File: src/rtl/cp0_exc_ctrl.sv
`default_nettype none
// ============================================================================
// Module      : cp0_exc_ctrl
// Description : Exception/interrupt sequencer in front of the CP0 register
//               file. Arbitrates eret/syscall/break/teq requests from decode
//               and latched external IRQs, emits CP0 write strobes, stalls
//               fetch/decode and redirects the PC to the handler or to EPC.
//               Optional feature macro: CP0_TIMER_EN (periodic timer tick
//               folded into the highest-index pending IRQ bit).
// Revision    : 1.0 - initial release
// ============================================================================
module cp0_exc_ctrl #(
  parameter int unsigned IRQ_W        = 5,
  parameter logic [31:0] HANDLER_ADDR = 32'h00400004,
  parameter logic [31:0] TIMER_PERIOD = 32'd100000
) (
  input  logic             clk,
  input  logic             rst_n,
  input  logic [31:0]      status,
  input  logic [31:0]      epc,
  input  logic [31:0]      pc_cur,
  input  logic             syscall_req,
  input  logic             break_req,
  input  logic             teq_req,
  input  logic             eret_req,
  input  logic [IRQ_W-1:0] irq,
  output logic             exc_w,
  output logic             ret_w,
  output logic [4:0]       cause,
  output logic [31:0]      pc_in,
  output logic             stall,
  output logic             redir_valid,
  output logic [31:0]      redir_pc
);

  localparam logic [4:0] c_exc_int = 5'd0;
  localparam logic [4:0] c_exc_sys = 5'd8;
  localparam logic [4:0] c_exc_brk = 5'd9;
  localparam logic [4:0] c_exc_teq = 5'd13;

  typedef enum logic [1:0] {
    S_IDLE  = 2'd0,
    S_ENTER = 2'd1,
    S_RET   = 2'd2,
    S_REDIR = 2'd3
  } state_t;

  state_t            r_state;
  state_t            w_next;

  logic [IRQ_W-1:0]  r_irq_d;
  logic [IRQ_W-1:0]  r_pend;
  logic [IRQ_W-1:0]  w_edge;
  logic [IRQ_W-1:0]  w_set;
  logic [IRQ_W-1:0]  w_pend_en;
  logic [IRQ_W-1:0]  w_lowest;
  logic [IRQ_W-1:0]  w_clr;

  logic              w_idle;
  logic              w_ie;
  logic              w_take_eret;
  logic              w_take_sys;
  logic              w_take_brk;
  logic              w_take_teq;
  logic              w_take_irq;
  logic              w_take_sync_exc;
  logic              w_take_any;
  logic [4:0]        w_cause_sel;

  logic              r_exc_w;
  logic              r_ret_w;
  logic [4:0]        r_cause;
  logic [31:0]       r_pc_in;
  logic              r_redir_valid;
  logic [31:0]       r_redir_pc;

  // Status bits that this block does not look at.
  logic              w_unused_status;
  assign w_unused_status = ^{status[31:11+IRQ_W], status[7:1]};

  // Request qualification; only evaluated while idle, so anything arriving
  // mid-sequence is dropped and must be re-presented by the stalled decode.
  assign w_idle          = (r_state == S_IDLE);
  assign w_ie            = status[0];
  assign w_take_eret     = w_idle & eret_req;
  assign w_take_sys      = w_idle & syscall_req & w_ie & status[8];
  assign w_take_brk      = w_idle & break_req   & w_ie & status[9];
  assign w_take_teq      = w_idle & teq_req     & w_ie & status[10];
  assign w_pend_en       = r_pend & status[11 +: IRQ_W];
  assign w_take_irq      = w_idle & w_ie & (|w_pend_en);
  assign w_take_sync_exc = w_take_sys | w_take_brk | w_take_teq;
  assign w_take_any      = w_take_eret | w_take_sync_exc | w_take_irq;

  // Isolate the lowest-index enabled pending bit; it is cleared only when the
  // interrupt actually wins arbitration.
  assign w_lowest = w_pend_en & (~w_pend_en + IRQ_W'(1));
  assign w_clr    = (w_take_irq & ~w_take_eret & ~w_take_sync_exc) ? w_lowest : '0;

  assign w_cause_sel = w_take_sys ? c_exc_sys :
                       w_take_brk ? c_exc_brk :
                       w_take_teq ? c_exc_teq : c_exc_int;

  assign w_edge = irq & ~r_irq_d;

`ifdef CP0_TIMER_EN
  logic [31:0] r_timer;
  logic        w_tick;

  assign w_tick = (r_timer == (TIMER_PERIOD - 32'd1));
  assign w_set  = w_edge | (IRQ_W'(w_tick) << (IRQ_W - 1));

  // Free-running timer that wraps after TIMER_PERIOD cycles.
  always_ff @(posedge clk or negedge rst_n) begin
    if (!rst_n) r_timer <= '0;
    else        r_timer <= w_tick ? '0 : (r_timer + 32'd1);
  end
`else
  logic w_unused_timer;
  assign w_unused_timer = ^TIMER_PERIOD;
  assign w_set          = w_edge;
`endif

  // IRQ edge detection and pending latch; a new edge beats a same-cycle clear.
  always_ff @(posedge clk or negedge rst_n) begin
    if (!rst_n) begin
      r_irq_d <= '0;
      r_pend  <= '0;
    end else begin
      r_irq_d <= irq;
      r_pend  <= (r_pend & ~w_clr) | w_set;
    end
  end

  // FSM state register.
  always_ff @(posedge clk or negedge rst_n) begin
    if (!rst_n) r_state <= S_IDLE;
    else        r_state <= w_next;
  end

  // Next-state logic: each non-idle state lasts exactly one cycle.
  always_comb begin
    w_next = r_state;
    case (r_state)
      S_IDLE: begin
        if (w_take_eret)     w_next = S_RET;
        else if (w_take_any) w_next = S_ENTER;
      end
      S_ENTER: w_next = S_REDIR;
      S_RET:   w_next = S_REDIR;
      S_REDIR: w_next = S_IDLE;
      default: w_next = S_IDLE;
    endcase
  end

  // Registered strobes and payloads, timed to coincide with the state they
  // belong to.
  always_ff @(posedge clk or negedge rst_n) begin
    if (!rst_n) begin
      r_exc_w       <= 1'b0;
      r_ret_w       <= 1'b0;
      r_cause       <= '0;
      r_pc_in       <= '0;
      r_redir_valid <= 1'b0;
      r_redir_pc    <= '0;
    end else begin
      r_exc_w       <= (w_next == S_ENTER);
      r_ret_w       <= (w_next == S_RET);
      r_redir_valid <= (w_next == S_REDIR);
      if (w_idle && (w_next == S_ENTER)) begin
        r_cause <= w_cause_sel;
        r_pc_in <= pc_cur;
      end
      if (r_state == S_ENTER)    r_redir_pc <= HANDLER_ADDR;
      else if (r_state == S_RET) r_redir_pc <= epc;
    end
  end

  assign exc_w       = r_exc_w;
  assign ret_w       = r_ret_w;
  assign cause       = r_cause;
  assign pc_in       = r_pc_in;
  assign redir_valid = r_redir_valid;
  assign redir_pc    = r_redir_pc;
  assign stall       = ~w_idle | w_take_any;

endmodule
`default_nettype wire

File: config.mk
export PLATFORM = sky130hd
export DESIGN_NAME = cp0_exc_ctrl
export DESIGN_NICKNAME = d
export VERILOG_FILES = /design/src/rtl/cp0_exc_ctrl.sv
export SDC_FILE = /design/constraint.sdc
export NUM_CORES = 1
export LEC_CHECK = 0
export ABC_CLOCK_PERIOD_IN_PS = 1850
export CAP_MARGIN = 25
export CORE_MARGIN = 8
export CORE_UTILIZATION = 36
export CTS_BUF_LIST = sky130_fd_sc_hd__clkbuf_16
export DETAILED_ROUTE_END_ITERATION = 10
export GPL_TIMING_DRIVEN = 0
export PLACE_DENSITY = 0.87
export SETUP_SLACK_MARGIN = 0.2
export SYNTH_ARGS = -nofsm -noshare
export SYNTH_HDL_FRONTEND = slang
export SYNTH_SLANG_ARGS = --single-unit
File: constraint.sdc
create_clock -name clk -period 1.85 [get_ports clk]
set_input_delay 0.4625 -clock clk [delete_from_list [all_inputs] [get_ports clk]]
set_output_delay 0.4625 -clock clk [all_outputs]
set_load 0.01 [all_outputs]
==> results.cfg, run 1 <==
[setup_path]
criticalPathCategory = reg2out
worstPathRequired_ns = 1.39
startpoint_type = register
cp_max_fo = 2
end_kind = output port
arrival_ns = 1.65
r2r_slack_ns = -0.16

[status]
status = finished, violations left
failed_checks = negative setup slack

[sta]
finalHoldViolCount = 0
clock-skew-final_ns = 0.00676
layout_min_cycle_time_ns = 2.11
fmax_mhz = 473
hold_ws_ns = 0.0926
finalMaxSlewViolations = 0
rsz0062_at_grt = yes
period_share = 1.14
setup_violations = 36
final.setup.worst_slack_ns = -0.262

[yosys]
netlist_instances = 292
yosysWarnings = 0
synth_cell_type_count = 32
synth.avg_cell_area_um2 = 11.8
yosysMostFrequentCell = dfrtp_1
synth.cell_area_um2 = 3450
synth_ff_type = dfrtp_1
synthArstFlopShare = 1.00
synth_seq_cells = 82
yosysTopAreaCellShare = 0.595
synth-edff-count = 0
synth_area_leaders = dfrtp_1 (60%), mux2_2 (10%), nand3b_1 (6.1%), o21ai_0 (4.4%), inv_1 (4.2%)
yosysSeqAreaShare = 0.595
yosysTopAreaCell = dfrtp_1
synth_common_cells = dfrtp_1 (82), inv_1 (39), mux2_2 (31)

[die]
fp.dieArea_um2 = 13000
die_h_um = 114
fp.dieW_um = 114
start_util = 0.371
core.rowCount = 35
fp.coreArea_um2 = 9280
io_pins = 180

[power_and_ir_drop]
p_per_area_nw_per_um2 = 1610
total_power_mw = 9.49
p_leak_nw = 2.97
ir_drop_uv = 892

[cts]
ctsHoldBuffers = 0
tritoncts = yes
cts_buffer_depth = 2
clkTransAtPathRegs_ns = 0.06
cts_buffers = 9
cts_sinks = 82
htreeDepth = 3
clock-root-buffer = clkbuf_16
clock_latency_ns = 0.33

[cells_and_area]
ff_latch_area_um2 = 2050
fin_util = 0.635
fill_cells = 730
n_antenna_cell = 0
instances_no_fill = 614
nNetsFinal = 590
multi_input_comb_area_um2 = 1360
syn_to_final_growth_pct = 71.1
layout-drive-gt1-share = 0.210

[detailed_routing]
via_per_inst = 4.77
wl_per_cell_um = 17.7
drc = 0
initialDrtViolationCount = 117
dr.pass1.iters = 4
vias = 2930
ant_nets = 0
wirelength_um = 10900

[place]
portBuffers = 154
hpwlAfterDp_um = 7560
dp_cells = 577
gp_congestion = 0.778

[global_routing]
grt_pass1_vias = 3274
overflow = 0
grt_max_degree = 48
grt_usage = 0.168
grt_pass1_wl_um = 17400
antenna_found_initial = 0

[min_path]
hold_class = in2async

[job]
max_cap_viol_count = 0
==> worst paths after layout <==
check,from,endpoint,cells past startpoint
min in group clk,status[11],r_pend[0]$_DFF_PN0_,3
worst min register to register,pc_in[11]$_DFFE_PN0P_,pc_in[11]$_DFFE_PN0P_,1
worst min-delay path,rst_n,r_irq_d[3]$_DFF_PN0_,1
worst max register to register,r_pend[0]$_DFF_PN0_,pc_in[7]$_DFFE_PN0P_,7
max in group asynchronous,rst_n,redir_pc[11]$_DFFE_PN0P_,2
worst max-delay path,r_pend[0]$_DFF_PN0_,stall,6
==> cells in the final DEF, fill, tap and decap left out, drive strengths merged, types with 3 or more instances in the layout <==
cell type      synthesis  final
a22o                   5      5
clkdlybuf4s50          0     70
nand2                 11     11
bufinv                 0      3
mux2                  35     35
a21oi                  8      8
buf                    5     29
dlygate4sd2            0     81
nand3                  3      3
nand3b                28     28
clkbuf                10     20
nor2                   8      8
inv                   39     42
nor2b                  3      3
nand4                  3      3
o21ai                 30     30
a22oi                  3      3
ha                     3      3
dfrtp                 82     82
==> worst max-delay path, cell delays in order (launching register included) <==
cell	delay, ns
dfrtp_1	0.40
a222oi_1	0.35
buf_4	0.19
a21oi_4	0.07
nor2_4	0.13
nand2_2	0.06
buf_6	0.12
==> logic make-up after synthesis <==
logic type,after synthesis,synth area share
AO/OA/AOI/OAI,54,0.0999
adder cells (fa/ha/maj),3,0.0109
AND/OR/NAND/NOR,63,0.111
buffers and inverters,54,0.0675
multiplexers,35,0.114
flip-flops,82,0.595
other,1,0.00109
==> metal layers <==
| layer | global-route usage | wire length (um) | up-vias |
|---|---|---|---|
| met4 | 0.0479 | 152 | 0 |
| met1 | 0.194 | 4360 | 1440 |
| met3 | 0.0544 | 832 | 15 |
| li1 | - | - | 1371 |
| met2 | 0.290 | 5520 | 104 |
| met5 | 0 | 0 | - |
==> registers in the layout, summed over array words and instances, names as in the netlist, 2 cells and up <==
register and flops:
pc_in 32, redir_pc 32, r_irq_d 5, r_pend 5, cause 3, r_state 2
==> repair_timing <==
action / CTS / global route
setup buffers: 12 / 5
pin swaps: 12 / 5
gates resized for setup: 143 / 17
setup endpoints to repair: 148 / 70
gates cloned: 4 / 0
==> per-stage QoR <==
stage	instance area [um2]	TNS (ns)	setup WS, ns
after floorplan	3450	-3.87	-0.130
after global placement	5150	-237.41	-2.53
after detailed placement	5180	-31.29	-1.10
after CTS	5830	-2.77	-0.171
after global routing	5890	-6.23	-0.295
final	5890	-4.98	-0.262
==> power by group <==
group,total [mW],switching (mW),internal (mW),leakage [nW]
registers,2.98,0.383,2.59,0.999
clock network,2.09,0.753,1.34,0.172
logic,4.42,2.16,2.26,1.80
total,9.49,3.30,6.19,2.97
==> layout make-up <==
cell class	instances	share of cell area
Inverter	39	0.0248
Tap cell	129	0.0274
Buffer	15	0.0185
Clock buffer	9	0.0382
Clock inverter	7	0.0210
Multi-Input combinational cell	157	0.230
Sequential cell	82	0.348
Timing Repair Buffer	176	0.292
Note: power is estimated with default switching activity, not from simulation.
==> run 2, diff against run 1 <==
- ABC_CLOCK_PERIOD_IN_PS: 1850 -> not set
- PLACE_DENSITY: 0.87 -> not set
- PLACE_DENSITY_LB_ADDON: not set -> 0.3
==> run 2 against run 1 <==
The run still ends with negative setup slack left. Power shrank 4.9%. Critical path depth grew 1. Clock-buffer cell count is the same. Sequential share of layout area grew 0.56 points. Worst hold slack gained 0.013 ns. Setup slack gained 0.037 ns.
==> results.cfg, run 2 (same netlist as run 1, synthesis figures left out) <==
[status]
status = finished, violations left
failed_checks = negative setup slack

[die]
die_h_um = 114
fp.coreArea_um2 = 9280
io_pins = 180
fp.dieArea_um2 = 13000
start_util = 0.371
core.rowCount = 35
fp.dieW_um = 114

[detailed_routing]
via_per_inst = 4.72
wl_per_cell_um = 16.4
wl_met1_um = 4170
wirelength_um = 10000
topRoutingLayerUsed = met4
vias = 2892
ant_nets = 0
initialDrtViolationCount = 94
drc = 0
wl_met3_um = 1130
dr.pass1.iters = 4
route.met2.wl_um = 4570

[global_routing]
grt_usage = 0.149
grt_pass1_vias = 3121
overflow = 0
grt_pass1_wl_um = 15400
grt_max_degree = 46
antenna_found_initial = 0

[setup_path]
startpoint_type = input port
criticalPathCategory = in2out
worstPathRequired_ns = 1.39
cpPeakStageDelay_ns = 0.37
end_kind = output port
slowest_stage = a222oi_1
r2r_start = r_pend[0]$_DFF_PN0_
crit_chain = clkdlybuf4s15_1 > a222oi_1 > buf_4 > a21oi_4 > nor2_4 > nand2_1 > buf_2
cp_max_fo = 4
cp_num_buf_inv = 3
arrival_ns = 1.61
worstSetupStartpoint = status[11]
cp_top_family = buffers and inverters

[sta]
setup_violations = 36
finalHoldViolCount = 0
finalMaxSlewViolations = 0
fmax_mhz = 482
worstMarginPinSlew_ns = 0.516
layout_min_cycle_time_ns = 2.08
slew_headroom = 0.656
hold_ws_ns = 0.106
clock-skew-final_ns = 0.00847
rsz0062_at_grt = yes
final.setup.worst_slack_ns = -0.225
period_share = 1.12
fin_tns_setup_ns = -5.60

[power_and_ir_drop]
p_leak_nw = 2.91
total_power_mw = 9.02
ir_drop_uv = 978
p_per_area_nw_per_um2 = 1550

[cts]
cts_buffer_depth = 2
cts_sinks = 82
tritoncts = yes
cts_buffers = 9
clock-root-buffer = clkbuf_16
clkTransAtPathRegs_ns = 0.06
ctsHoldBuffers = 0
clock_latency_ns = 0.32
htreeDepth = 3

[cells_and_area]
layout-drive-gt1-share = 0.196
mostFrequentLayoutCell = dfrtp_1
n_antenna_cell = 0
instances_no_fill = 613
final_cell_area_um2 = 5800
mostFrequentLayoutCells = dfrtp_1 (82), dlygate4sd2_1 (79), clkdlybuf4s50_1 (72), inv_1 (38), mux2_4 (35)
nNetsFinal = 590
syn_to_final_growth_pct = 68.3
fin_util = 0.625

[place]
dpl_cell_area_um2 = 5180
portBuffers = 154
dp_cells = 577
hpwlAfterDp_um = 7170
post-place-ws_ns = -1.17
gp_congestion = 0.751

[job]
max_cap_viol_count = 0

[min_path]
hold_class = in2async
run 2: what timing repair did:
item | 4_1_cts | 5_1_grt
setup endpoints to repair | 147 | 73
cloned | 3 | 1
pin swaps | 12 | 3
gates resized for setup | 124 | 32
endpoints found under the hold margin | 0 | 0
setup buffers | 15 | 2
run 2: path summary, 6_finish.rpt:
| check | endpoint | slack [ns] | cells after the start |
|---|---|---|---|
| setup reg to reg | pc_in[13]$_DFFE_PN0P_ | -0.19 | 7 |
| hold reg to reg | pc_in[23]$_DFFE_PN0P_ | 0.50 | 1 |
| hold / removal | redir_pc[18]$_DFFE_PN0P_ | 0.11 | 1 |
| setup / recovery | stall | -0.23 | 7 |
| min in group clk | pc_in[23]$_DFFE_PN0P_ | 0.50 | 1 |
| max in group asynchronous | pc_in[22]$_DFFE_PN0P_ | 1.15 | 2 |
run 2: metal layers:
metal | vias to the layer above | track usage
met3 | 11 | 0.0761
met5 | - | 0
met1 | 1393 | 0.165
met2 | 120 | 0.236
li1 | 1368 | -
met4 | 0 | 0.0639
run 2: worst reg2reg max path, stage by stage (launching register included):
cell,delay [ns]
dfrtp_1,0.39
a222oi_1,0.34
buf_4,0.20
a21oi_4,0.08
o2111ai_4,0.28
clkbuf_16,0.21
buf_8,0.13
mux2_4,0.31
run 2: cell type report:
type / count / area (um2)
Fill cell: 788 / 3480
Multi-Input combinational cell: 157 / 1350
Clock inverter: 6 / 58.8
Tap cell: 129 / 161
Inverter: 39 / 146
Clock buffer: 9 / 225
Buffer: 15 / 106
Timing Repair Buffer: 176 / 1700
Sequential cell: 82 / 2050
run 2: power breakdown:
group | internal, mW | total (mW) | switching, mW
clock network | 1.03 | 1.71 | 0.676
logic | 2.24 | 4.35 | 2.12
registers | 2.59 | 2.96 | 0.364
==> run 3, diff against run 2 <==
- CORE_UTILIZATION: 36 -> 40
- DONT_BUFFER_PORTS: not set -> 1
- RECOVER_POWER: not set -> 100
==> run 3 against run 2 <==
Final cell count fell by 30%. Largest cell class unchanged. Register-to-register slack improved by 0.02 ns. The flow finishes with violations (negative hold slack, negative setup slack). Die area fell by 8.6%. Setup slack improved by 0.051 ns. Clock power rose by 9.9%. Final area fell by 27%. Via count fell by 21%.
==> results.cfg, run 3 (same netlist as run 1, synthesis figures left out) <==
[status]
status = finished, violations left
failed_checks = negative hold slack, negative setup slack

[setup_path]
slowest_stage = dfrtp_1
cp_max_fo = 8
startpoint_type = register
end_kind = register
arrival_ns = 2.23
crit_chain = inv_1 > ha_4 > nand2_2 > o211ai_1 > o2111ai_4 > buf_12 > buf_8 > mux2_4
cpPeakStageDelay_ns = 0.40
cp_num_buf_inv = 3
cp_top_family = buffers and inverters
criticalPathCategory = reg2reg
worstPathRequired_ns = 2.05

[global_routing]
grt_pass1_vias = 2530
grt_use_met3 = 0.0869
met1_usage = 0.163
grt.busiest_layer = met2
grt_max_degree = 83
grt_pass1_wl_um = 13200
antenna_found_initial = 0
overflow = 0
globalRouteMet2Util = 0.221
grt_usage = 0.144

[min_path]
hold_class = in2async

[cts]
cts_sinks = 82
tritoncts = yes
clkTransAtPathRegs_ns = 0.07
clock-root-buffer = clkbuf_16
htreeDepth = 3
cts_buffers = 9
clock_latency_ns = 0.33
cts_buffer_depth = 2

[die]
start_util = 0.403
fp.dieArea_um2 = 11800
fp.coreArea_um2 = 8550
fp.dieW_um = 109
io_pins = 180
die_h_um = 109
core.rowCount = 34

[cells_and_area]
instances_no_fill = 431
mostFrequentLayoutCell = dfrtp_1
mostFrequentLayoutCells = dfrtp_1 (81), inv_1 (38), mux2_4 (33), o21ai_0 (30), nand3b_1 (28)
layout-drive-gt1-share = 0.260
nNetsFinal = 428
n_antenna_cell = 0
syn_to_final_growth_pct = 22.7

[sta]
fin_tns_setup_ns = -5.86
finalHoldViolCount = 82
layout_min_cycle_time_ns = 2.02
finalMaxSlewViolations = 0
hold_ws_ns = -0.180
fmax_mhz = 494
period_share = 1.09
setup_violations = 36
rsz0062_at_grt = yes
final.setup.worst_slack_ns = -0.174
clock-skew-final_ns = 0.0104

[detailed_routing]
wirelength_um = 8580
ant_nets = 0
via_per_inst = 5.28
dr.pass1.iters = 4
drc = 0
initialDrtViolationCount = 77
wl_per_cell_um = 19.9
vias = 2277

[place]
portBuffers = 0
hpwlAfterDp_um = 6070
dp_cells = 401
gp_congestion = 0.735
post-place-ws_ns = -0.413

[power_and_ir_drop]
p_leak_nw = 2.06
ir_drop_uv = 1080
p_per_area_nw_per_um2 = 1890

[job]
max_cap_viol_count = 0
## run 3: changes by cell type in the layout (fill, tap and decap cells not counted), sizes merged
cell / delta
clkdlybuf4s15: -1
clkdlybuf4s50: -72
bufinv: +1
clkinv: +1
buf: -9
dlygate4sd2: -79
clkbuf: -1
inv: -1
## run 3: final timing paths
| kind | from | end | slack, ns | cells after the start |
|---|---|---|---|---|
| worst max register to register | r_state[1]$_DFF_PN0_ | pc_in[21]$_DFFE_PN0P_ | -0.17 | 8 |
| worst max-delay path | r_state[1]$_DFF_PN0_ | pc_in[21]$_DFFE_PN0P_ | -0.17 | 8 |
| min in group clk | irq[4] | r_irq_d[4]$_DFF_PN0_ | 0.16 | 0 |
| max in group asynchronous | rst_n | pc_in[23]$_DFFE_PN0P_ | 1.92 | 0 |
| worst min-delay path | rst_n | redir_pc[18]$_DFFE_PN0P_ | -0.18 | 0 |
| worst min register to register | r_pend[4]$_DFF_PN0_ | r_pend[4]$_DFF_PN0_ | 0.51 | 1 |
## run 3: what timing repair did
| action | 4_1_cts | 5_1_grt |
|---|---|---|
| hold endpoints to repair | 82 | 82 |
| endpoints found under the setup margin | 78 | 67 |
| buffers inserted | 11 | 0 |
| cloned | 3 | 0 |
| pin swaps | 5 | 0 |
| gates resized for setup | 52 | 20 |
## run 3: through the flow
step / utilization / cell area, um2 / power (mW)
after floorplan: - / 3450 / 5.02
after global placement: 0.420 / 3590 / 5.57
after detailed placement: 0.420 / 3590 / 5.71
after CTS: 0.491 / 4200 / 8.03
after global routing: 0.494 / 4230 / 8.55
final: 0.494 / 4230 / 7.99
## run 3: per-layer routing
layer | share of wire | up-vias
met5 | 0 | -
met3 | 0.15 | 11
li1 | - | 1038
met2 | 0.45 | 119
met1 | 0.39 | 1109
met4 | 0.011 | 0
## run 3: report_power, final
| group | total [mW] | internal [mW] | switching, mW |
|---|---|---|---|
| registers | 3.55 | 2.60 | 0.950 |
| logic | 2.56 | 1.31 | 1.26 |
| clock network | 1.88 | 1.18 | 0.698 |
| total | 7.99 | 5.09 | 2.90 |
## run 3: area by class of cell
type	instances	area, um2
inverter	39	146
clock buffer	9	225
fill	771	4320
sequential	82	2050
tap	108	135
timing repair buffer	14	151
multi-input combinational	157	1320
buffer	15	108
clock inverter	7	92.6
## run 3: worst reg2reg max path, delay by kind of cell (launching register included)
| family | cells | cell delay (ns) |
|---|---|---|
| compound gates | 2 | 0.47 |
| fa+ha+maj | 1 | 0.17 |
| buf+inv | 3 | 0.47 |
| flops | 1 | 0.40 |
| mux | 1 | 0.29 |
| simple gates | 1 | 0.10 |
